[src/rtl/sprite_fill_engine_if.sv]
// Request/plot bundle between the movement controller and sprite_fill_engine.
// Engine side uses slave; controller side uses master.
interface sprite_fill_engine_if;
  logic       start_draw;
  logic       start_erase;
  logic [7:0] x_in;
  logic [6:0] y_in;
  logic [2:0] colour_in;
  logic       draw_done;
  logic       erase_done;
  logic [7:0] vga_x;
  logic [6:0] vga_y;
  logic [2:0] vga_colour;
  logic       vga_plot;
  logic       busy;

  modport slave (
    input  start_draw, start_erase,
    input  x_in, y_in, colour_in,
    output draw_done, erase_done,
    output vga_x, vga_y, vga_colour,
    output vga_plot, busy
  );

  modport master (
    output start_draw, start_erase,
    output x_in, y_in, colour_in,
    input  draw_done, erase_done,
    input  vga_x, vga_y, vga_colour,
    input  vga_plot, busy
  );
endinterface

[src/rtl/sprite_fill_engine.sv]
// SIZE x SIZE sprite sweep into the VGA plot port, 4-phase req/done.
// Optional SPRITE_MASK_EN compiles in a per-pixel draw mask MASK.
module sprite_fill_engine #(
  parameter int SIZE  = 4,
  parameter int X_MAX = 159,
  parameter int Y_MAX = 119,
`ifdef SPRITE_MASK_EN
  parameter logic [2:0] BG_COLOUR = 3'b000,
  parameter logic [SIZE*SIZE-1:0] MASK = '1
`else
  parameter logic [2:0] BG_COLOUR = 3'b000
`endif
) (
  input logic clk,
  input logic resetn,
  sprite_fill_engine_if.slave bus
);
  localparam int HW = $clog2(SIZE);
  localparam int CW = 2 * HW;

  typedef enum logic [1:0] {IDLE, SCAN, DONE} state_t;
  typedef enum logic {DRAW, ERASE} mode_t;

  state_t        state, state_n;
  mode_t         mode, mode_n;
  logic [CW-1:0] cnt, cnt_n;
  logic [7:0]    x0, x0_n;
  logic [6:0]    y0, y0_n;
  logic [2:0]    col, col_n;
  logic [8:0]    px;
  logic [7:0]    py;
  logic          plot_n;
  logic          req_mine;

  assign req_mine = (mode == ERASE) ? bus.start_erase
                                    : bus.start_draw;

  always_comb begin
    state_n = state;
    mode_n  = mode;
    cnt_n   = cnt;
    x0_n    = x0;
    y0_n    = y0;
    col_n   = col;
    unique case (state)
      IDLE: begin
        if (bus.start_erase) begin
          state_n = SCAN;
          mode_n  = ERASE;
          x0_n    = bus.x_in;
          y0_n    = bus.y_in;
          col_n   = BG_COLOUR;
          cnt_n   = '0;
        end else if (bus.start_draw) begin
          state_n = SCAN;
          mode_n  = DRAW;
          x0_n    = bus.x_in;
          y0_n    = bus.y_in;
          col_n   = bus.colour_in;
          cnt_n   = '0;
        end
      end
      SCAN: begin
        cnt_n = cnt + 1'b1;
        if (cnt == '1) state_n = DONE;
      end
      DONE: begin
        if (!req_mine) state_n = IDLE;
      end
      default: state_n = IDLE;
    endcase

    // Outputs are registered from the state being entered,
    // so pixel 0 appears in the first SCAN cycle.
    px = {1'b0, x0_n} + 9'(cnt_n[HW-1:0]);
    py = {1'b0, y0_n} + 8'(cnt_n[CW-1:HW]);
    plot_n = (state_n == SCAN) &&
             (px <= 9'(X_MAX)) &&
             (py <= 8'(Y_MAX));
`ifdef SPRITE_MASK_EN
    if (mode_n == DRAW && !MASK[cnt_n]) plot_n = 1'b0;
`endif
  end

  always_ff @(posedge clk) begin
    if (!resetn) begin
      state          <= IDLE;
      mode           <= DRAW;
      cnt            <= '0;
      x0             <= '0;
      y0             <= '0;
      col            <= '0;
      bus.draw_done  <= 1'b0;
      bus.erase_done <= 1'b0;
      bus.vga_x      <= '0;
      bus.vga_y      <= '0;
      bus.vga_colour <= '0;
      bus.vga_plot   <= 1'b0;
      bus.busy       <= 1'b0;
    end else begin
      state          <= state_n;
      mode           <= mode_n;
      cnt            <= cnt_n;
      x0             <= x0_n;
      y0             <= y0_n;
      col            <= col_n;
      bus.draw_done  <= (state_n == DONE) && (mode_n == DRAW);
      bus.erase_done <= (state_n == DONE) && (mode_n == ERASE);
      bus.busy       <= (state_n == SCAN);
      bus.vga_plot   <= plot_n;
      bus.vga_x      <= (state_n == SCAN) ? px[7:0] : '0;
      bus.vga_y      <= (state_n == SCAN) ? py[6:0] : '0;
      bus.vga_colour <= (state_n == SCAN) ? col_n : '0;
    end
  end
endmodule
[src/flat_wrapper.sv]
// flat-port wrapper written by rule: the top's interface ports become plain ports
module sprite_fill_engine_flat 
#(
  parameter int SIZE  = 4,
  parameter int X_MAX = 159,
  parameter int Y_MAX = 119,

  parameter logic [2:0] BG_COLOUR = 3'b000

)
  (clk, resetn, bus_start_draw, bus_start_erase, bus_x_in, bus_y_in, bus_colour_in, bus_draw_done, bus_erase_done, bus_vga_x, bus_vga_y, bus_vga_colour, bus_vga_plot, bus_busy);
  sprite_fill_engine_if bus_i ();
  input logic clk;
  input logic resetn;
  input wire logic [$bits(bus_i.start_draw)-1:0] bus_start_draw;
  input wire logic [$bits(bus_i.start_erase)-1:0] bus_start_erase;
  input wire logic [$bits(bus_i.x_in)-1:0] bus_x_in;
  input wire logic [$bits(bus_i.y_in)-1:0] bus_y_in;
  input wire logic [$bits(bus_i.colour_in)-1:0] bus_colour_in;
  output wire logic [$bits(bus_i.draw_done)-1:0] bus_draw_done;
  output wire logic [$bits(bus_i.erase_done)-1:0] bus_erase_done;
  output wire logic [$bits(bus_i.vga_x)-1:0] bus_vga_x;
  output wire logic [$bits(bus_i.vga_y)-1:0] bus_vga_y;
  output wire logic [$bits(bus_i.vga_colour)-1:0] bus_vga_colour;
  output wire logic [$bits(bus_i.vga_plot)-1:0] bus_vga_plot;
  output wire logic [$bits(bus_i.busy)-1:0] bus_busy;
  assign bus_i.start_draw = bus_start_draw;
  assign bus_i.start_erase = bus_start_erase;
  assign bus_i.x_in = bus_x_in;
  assign bus_i.y_in = bus_y_in;
  assign bus_i.colour_in = bus_colour_in;
  assign bus_draw_done = bus_i.draw_done;
  assign bus_erase_done = bus_i.erase_done;
  assign bus_vga_x = bus_i.vga_x;
  assign bus_vga_y = bus_i.vga_y;
  assign bus_vga_colour = bus_i.vga_colour;
  assign bus_vga_plot = bus_i.vga_plot;
  assign bus_busy = bus_i.busy;
  sprite_fill_engine #(.SIZE(SIZE), .X_MAX(X_MAX), .Y_MAX(Y_MAX), .BG_COLOUR(BG_COLOUR)) u_core (.clk(clk), .resetn(resetn), .bus(bus_i));
endmodule
[config.mk]
export PLATFORM = sky130hd
export DESIGN_NAME = sprite_fill_engine_flat
export DESIGN_NICKNAME = d
export VERILOG_FILES = /design/src/rtl/sprite_fill_engine_if.sv /design/src/rtl/sprite_fill_engine.sv /design/src/flat_wrapper.sv
export SDC_FILE = /design/constraint.sdc
export NUM_CORES = 1
export LEC_CHECK = 0
export CAP_MARGIN = 10
export CORE_MARGIN = 5
export CORE_UTILIZATION = 55
export CTS_CLUSTER_SIZE = 28
export DETAILED_ROUTE_END_ITERATION = 8
export GPL_ROUTABILITY_DRIVEN = 1
export GPL_TIMING_DRIVEN = 0
export PLACE_DENSITY = 0.93
export SETUP_SLACK_MARGIN = 0.5
export SLEW_MARGIN = 0
export SYNTH_ARGS = -nofsm -noshare
export SYNTH_HDL_FRONTEND = slang
export SYNTH_SLANG_ARGS = --single-unit
[constraint.sdc]
create_clock -name clk -period 7.45 [get_ports clk]
set_input_delay 0.745 -clock clk [delete_from_list [all_inputs] [get_ports clk]]
set_output_delay 0.745 -clock clk [all_outputs]
set_load 0.01 [all_outputs]
After elaboration in Yosys (flattened, before gate mapping)

Cells that the tools add are included.

Add/subtract/negate cells: 3
Reduce and logical (&&, ||, !) cells: 6
Mux-type cells: 21
Bitwise logic cells: 1
Equal/unequal tests: 5
Order comparisons: 2

Operator list:

| cell                                                                              | number |
|---|---|
| 8-bit two-way mux                                                                 | 3 |
| 7-bit two-way mux                                                                 | 3 |
| 8-bit by 2-bit adder with 9-bit output                                            | 1 |
| 9-bit by 8-bit less-or-equal comparator with 1-bit output (second input constant) | 1 |
| 3-bit two-way mux                                                                 | 3 |
| 7-bit by 2-bit adder with 8-bit output                                            | 1 |
| 8-bit by 7-bit less-or-equal comparator with 1-bit output (second input constant) | 1 |
| 2-bit two-way mux                                                                 | 4 |
| 4-bit two-way mux                                                                 | 2 |
| 4-bit one-hot mux with 2 select lines                                             | 1 |
| 2-bit one-hot mux with 3 select lines                                             | 1 |
| 4-bit by 1-bit adder with 4-bit output (second input constant)                    | 1 |
| 2-bit by 1-bit equality test with 1-bit output (second input constant)            | 2 |
| 2-bit equality test (second input constant)                                       | 2 |
| 4-bit equality test (second input constant)                                       | 1 |
| 1-bit logical AND                                                                 | 4 |
| 1-bit two-way mux                                                                 | 4 |
| 2-bit logical NOT                                                                 | 1 |
| 2-bit AND reduction                                                               | 1 |
| 1-bit inverter                                                                    | 1 |

Bits in registers: 47
Word-level logic and storage cells: 51
Input bits: 22
Output and inout bits: 22

Longest topological paths before layout

Depth after elaboration: 7
Mapped depth: 15

Worst setup path after synthesis

OpenSTA, ideal clock, no wires.

Path type: in2reg
From: input bus_start_draw
To: register u_core.bus.vga_plot
Setup slack: 4.306 ns
Data arrival time: 3.057 ns
Path buffers: 3
Stages on the path: 13
Library setup time: 0.086 ns
Cells stage by stage: buf_4 -> nor2_2 -> nor2_8 -> buf_12 -> buf_2 -> nor2_1 -> ha_1 -> inv_1 -> fa_1 -> a21oi_1 -> nor3_1 -> a311o_1 -> a221oi_2

Longest elaborated chain between the ends: 7

RTL lines:

| item                                                      | line                        | source |
|---|---|---|
| start, declared                                           | flat_wrapper.sv:15          | `input wire logic [$bits(bus_i.start_draw)-1:0] bus_start_draw;` |
| 4-bit two-way mux                                         | sprite_fill_engine.sv:54    | `end else if (bus.start_draw) begin` |
| 4-bit two-way mux                                         | sprite_fill_engine.sv:47    | `if (bus.start_erase) begin` |
| 4-bit one-hot mux with 2 select lines                     | sprite_fill_engine.sv:45    | `unique case (state)` |
| net u_core.cnt_n[0]                                       | sprite_fill_engine.sv:26    | `logic [CW-1:0] cnt, cnt_n;` |
| 8-bit by 2-bit adder with 9-bit output                    | sprite_fill_engine.sv:75    | `px = {1'b0, x0_n} + 9'(cnt_n[HW-1:0]);` |
| 9-bit by 8-bit less-or-equal comparator with 1-bit output | sprite_fill_engine.sv:78    | `(px <= 9'(X_MAX)) &&` |
| 1-bit logical AND                                         | sprite_fill_engine.sv:77    | `plot_n = (state_n == SCAN) &&` |
| 1-bit logical AND                                         | sprite_fill_engine.sv:78    |  |
| end signal, assigned                                      | sprite_fill_engine.sv:110   | `bus.vga_plot <= plot_n;` |
| end, declared                                             | sprite_fill_engine_if.sv:22 | `output vga_plot, busy` |

The timed path passes the listed nets, and every way through them passes these cells.
A chain may end at the register's enable or synchronous reset.

Final worst setup path

From: input bus_start_erase
To: register u_core.bus.vga_plot

RTL lines:

| item                                                      | line                     | source |
|---|---|---|
| start, declared                                           | flat_wrapper.sv:16       | `input wire logic [$bits(bus_i.start_erase)-1:0] bus_start_erase;` |
| 7-bit two-way mux                                         | sprite_fill_engine.sv:47 |  |
| 7-bit two-way mux                                         | sprite_fill_engine.sv:45 |  |
| net u_core.y0_n[0]                                        | sprite_fill_engine.sv:28 | `logic [6:0] y0, y0_n;` |
| 7-bit by 2-bit adder with 8-bit output                    | sprite_fill_engine.sv:76 | `py = {1'b0, y0_n} + 8'(cnt_n[CW-1:HW]);` |
| 8-bit by 7-bit less-or-equal comparator with 1-bit output | sprite_fill_engine.sv:79 | `(py <= 8'(Y_MAX));` |
| 1-bit logical AND                                         | sprite_fill_engine.sv:78 |  |

The timed path passes the listed nets, and every way through them passes these cells.

==> impl_summary.md <==
Global route
Entering global routing, the biggest net connects 15 pins. The global route total overflow is 0. The number of antenna violations at the first check in global routing came to 0. The aggregate global-route resource usage is 0.212. The number of global-route vias before repair is 1,954.

The first global-routing pass estimated 8920 um of wire.

Yosys
After synthesis, the netlist uses 46 different library cells. In this run the mean area of a mapped cell was 9.03 um^2. The net count after synthesis is 280.

Counting flops and latches in the post-synthesis netlist gives 47. Yosys printed 0 warnings. The post-synthesis cell count is 251. Of all flip-flops after synthesis, the portion carrying an async set or reset was 0. The most used flip-flop cell after synthesis is dfxtp_1. In this run the cell area of the synthesized design comes to 0.00227 mm^2. Counting flops with a built-in enable in the synthesized netlist gives 0. The sequential fraction of the synthesis area is 0.415.

Floorplan
The die covers 0.00550 mm^2. The height of the chip is 74.2 um. The number of I/O pins is 44.

The number of placement rows is 23. The die width is 74.2 um. The core region is 0.00400 mm^2. For this configuration, the core starts out at a cell density of 0.566.

Power and ir drop
The worst supply voltage drop on vdd is 0.123 mV. The portion of total power attributed to combinational logic is 0.176. The net switching power is 0.000144 W. The share of total power dissipated in sequential elements is 0.481. The analysis attributes to cell leakage a power of 1.15 nW. The power per cell area is 199 mW/mm^2. The relative contribution of the clock network to total power is 0.343. The internal power of the cells is 0.000425 W.

Of the total power, the share spent switching nets is 0.253.

Clock network
The number of buffers inserted by hold repair at cts is 0. The number of buffers inserted during clock tree synthesis is 5. CTS built an H-tree with a depth of 2. The clock passes through at most 2 buffers.

The clock latency on the worst-skew pair is 310 ps. Clock-pin slew was measured on the worst setup and hold paths at 90 ps. The root cell of the clock tree is clkbuf_8. The total of cells resized after clock tree synthesis is 0. Post-CTS timing repair inserted 0 buffers for setup.

TritonCTS built the clock tree. The clock drives 47 sinks.

Detailed routing
The final layout contains routed wiring with a total length of 5470 um. In the routed design, unresolved DRC markers number 0. The detailed-route vias per instance is 5.65. Dividing the detail-routed wire length by the instance count gives 15.6 um.

The number of detailed-routing iterations run before antenna repair is 6. The number of nets with antenna violations after routing is 0. The routed via count is 1,982. The number of DRC markers after the initial detailed-route iteration is 182.

Timing
The post-layout minimum cycle time is 3620 ps. The count of pins over their slew limit is 0. Setup violations remaining at the end of the flow were counted as 0. The worst-case setup margin in the final layout is 3830 ps. The final setup skew is 4.61 ps. The hold violation count in the final report is 0. The final clock period utilization by the worst path is 0.486. Setup repair after global routing left no endpoint under its margin. Measured against its own limit, the worst slew margin works out to 0.640. The highest clock frequency the design can meet is 276 MHz. Adding up every negative setup slack in the final design gives 0 ps.

For the pin with the worst max-slew slack, the measured transition is 540 ps.

Setup path
The critical path required time is 7640 ps. The slack of the worst reg-to-reg path is 4270 ps. The maximum fanout encountered on the critical timing path is 10. The worst setup path is captured at a flip-flop. For the worst setup path, the data arrival time is 3810 ps. The worst setup path category is primary input to flip-flop. The critical path launch point type is a primary input.

Place
The count of buffers added on input and output ports is 42. The worst setup timing slack at the placement stage is 3540 ps. The number of placed cells counting well taps is 343.

After legalization and detailed placement, the total HPWL measured 3870 um. The cell area after placement is 0.00275 mm^2. The congestion estimate from routability-driven global placement came to 0.946.

Finish
The post-synthesis to final-layout area growth is 26.5%. In the layout the commonest cells are dfxtp_1 (47), clkdlybuf4s50_1 (42), nand2_1 (27), and2_1 (19), nor2_1 (17). After routing the design area is 0.00287 mm^2. The final-stage net count is 329. In the final layout, the share of cells above drive strength 1 is 0.0731.

The post-layout instance count excluding filler cells is 351. The total inserted antenna cells is 0. The commonest non-fill, non-tap cell in the layout is dfxtp_1.

Run status
The flow ran to the end, and the final reports show no timing, DRC or antenna violations.

Flow run
The number of max-cap violations is 0.

Min path
The worst min-delay path category is flip-flop to flip-flop.
==> registers in the layout, summed over array words and instances (netlist names) <==
signal and count:
u_core.bus.vga_x 8, u_core.x0 8, u_core.bus.vga_y 7, u_core.y0 7, u_core.cnt 4, u_core.bus.vga_colour 3
u_core.col 3, u_core.state 2, u_core.bus.busy 1, u_core.bus.draw_done 1, u_core.bus.erase_done 1, u_core.bus.vga_plot 1
u_core.mode 1
==> synthesized netlist by cell type, types with 2 or more instances <==
cell | count | area (um^2)
xnor2_1 | 8 | 70.1
dfxtp_1 | 47 | 941
nand2_1 | 27 | 101
a21o_1 | 3 | 22.5
o21ai_0 | 12 | 60.1
or2_1 | 3 | 18.8
a211oi_1 | 2 | 15.0
nor3_1 | 6 | 30.0
nand4b_1 | 2 | 17.5
nand3_1 | 10 | 50.1
nor2_1 | 17 | 63.8
a21oi_1 | 6 | 30.0
xor2_1 | 5 | 43.8
a22oi_1 | 2 | 15.0
buf_2 | 2 | 10.0
nor4_1 | 4 | 25.0
a22o_1 | 2 | 17.5
inv_1 | 7 | 26.3
fa_1 | 2 | 40.0
mux2i_1 | 10 | 100
clkbuf_1 | 5 | 18.8
buf_4 | 2 | 15.0
nor2b_1 | 14 | 87.6
mux2_2 | 3 | 33.8
and2_1 | 19 | 119
nand4_1 | 4 | 25.0
a31oi_1 | 4 | 25.0
ha_1 | 5 | 62.6
==> cells by family (layout without fill, tap and decap cells) <==
logic type	count (synthesis)	count (layout)	synth area share
adders and majority gates	7	7	0.0453
buffers and inverters	18	68	0.0447
muxes	14	14	0.0652
DFF	47	47	0.415
xor gates and xnor gates	13	13	0.0502
AOI/OAI and AO/OA	38	38	0.111
and+or+nand+nor	114	114	0.268
==> critical path, cell delays in order <==
cell and delay [ps]:
clkdlybuf4s50_1 520, nor2_2 330, nor2_8 100, buf_12 160, buf_2 200, nand2_1 90
nand2_1 60, ha_1 220, fa_1 370, clkbuf_1 230, o21ai_0 320, a21oi_1 120
nor3_1 230, a221oi_2 100
==> path summary, 6_finish.rpt <==
| check | startpoint | cells past startpoint | end |
|---|---|---|---|
| max reg2reg | u_core.state[0] | 14 | u_core.bus.vga_plot |
| min | u_core.x0[3] | 2 | u_core.x0[3] |
| min reg2reg | u_core.x0[3] | 2 | u_core.x0[3] |
| max | bus_start_erase | 14 | u_core.bus.vga_plot |
==> power by group through the flow <==
stage | sequential, W | combinational [W] | clock (W)
final | 0.000274 | 0.000100 | 0.000195
after global routing | 0.000275 | 0.000109 | 0.000207
after CTS | 0.000273 | 0.000100 | 0.000198
after detailed placement | 0.000279 | 0.0000995 | 0
after global placement | 0.000278 | 0.0000970 | 0
after floorplan | 0.000282 | 0.0000539 | 0
==> per-stage QoR <==
stage               hold slack [ps]  total power (W)   util
CTS                             512         0.000571  0.717
floorplan                       482         0.000336      -
finish                          512         0.000569  0.717
global route                    559         0.000592  0.717
global placement                494         0.000375  0.687
detailed placement              501         0.000379  0.687
==> cell type report <==
cell class	instances	area (um^2)
clock buffers	6	82.6
repair buffers	42	420
plain buffers	11	75.1
inverters	7	26.3
multi-input cells	186	1220
flip-flops and latches	47	941
clock inverters	2	35.0
well taps	50	62.6
fillers	315	1130
==> metal layers <==
metal  global-route usage  part of all wire
met5                    0                 0
met4               0.0885             0.016
met3               0.0500             0.083
met2                0.370              0.49
met1                0.249              0.41
No activity file was read; power rests on OpenSTA's default activity.
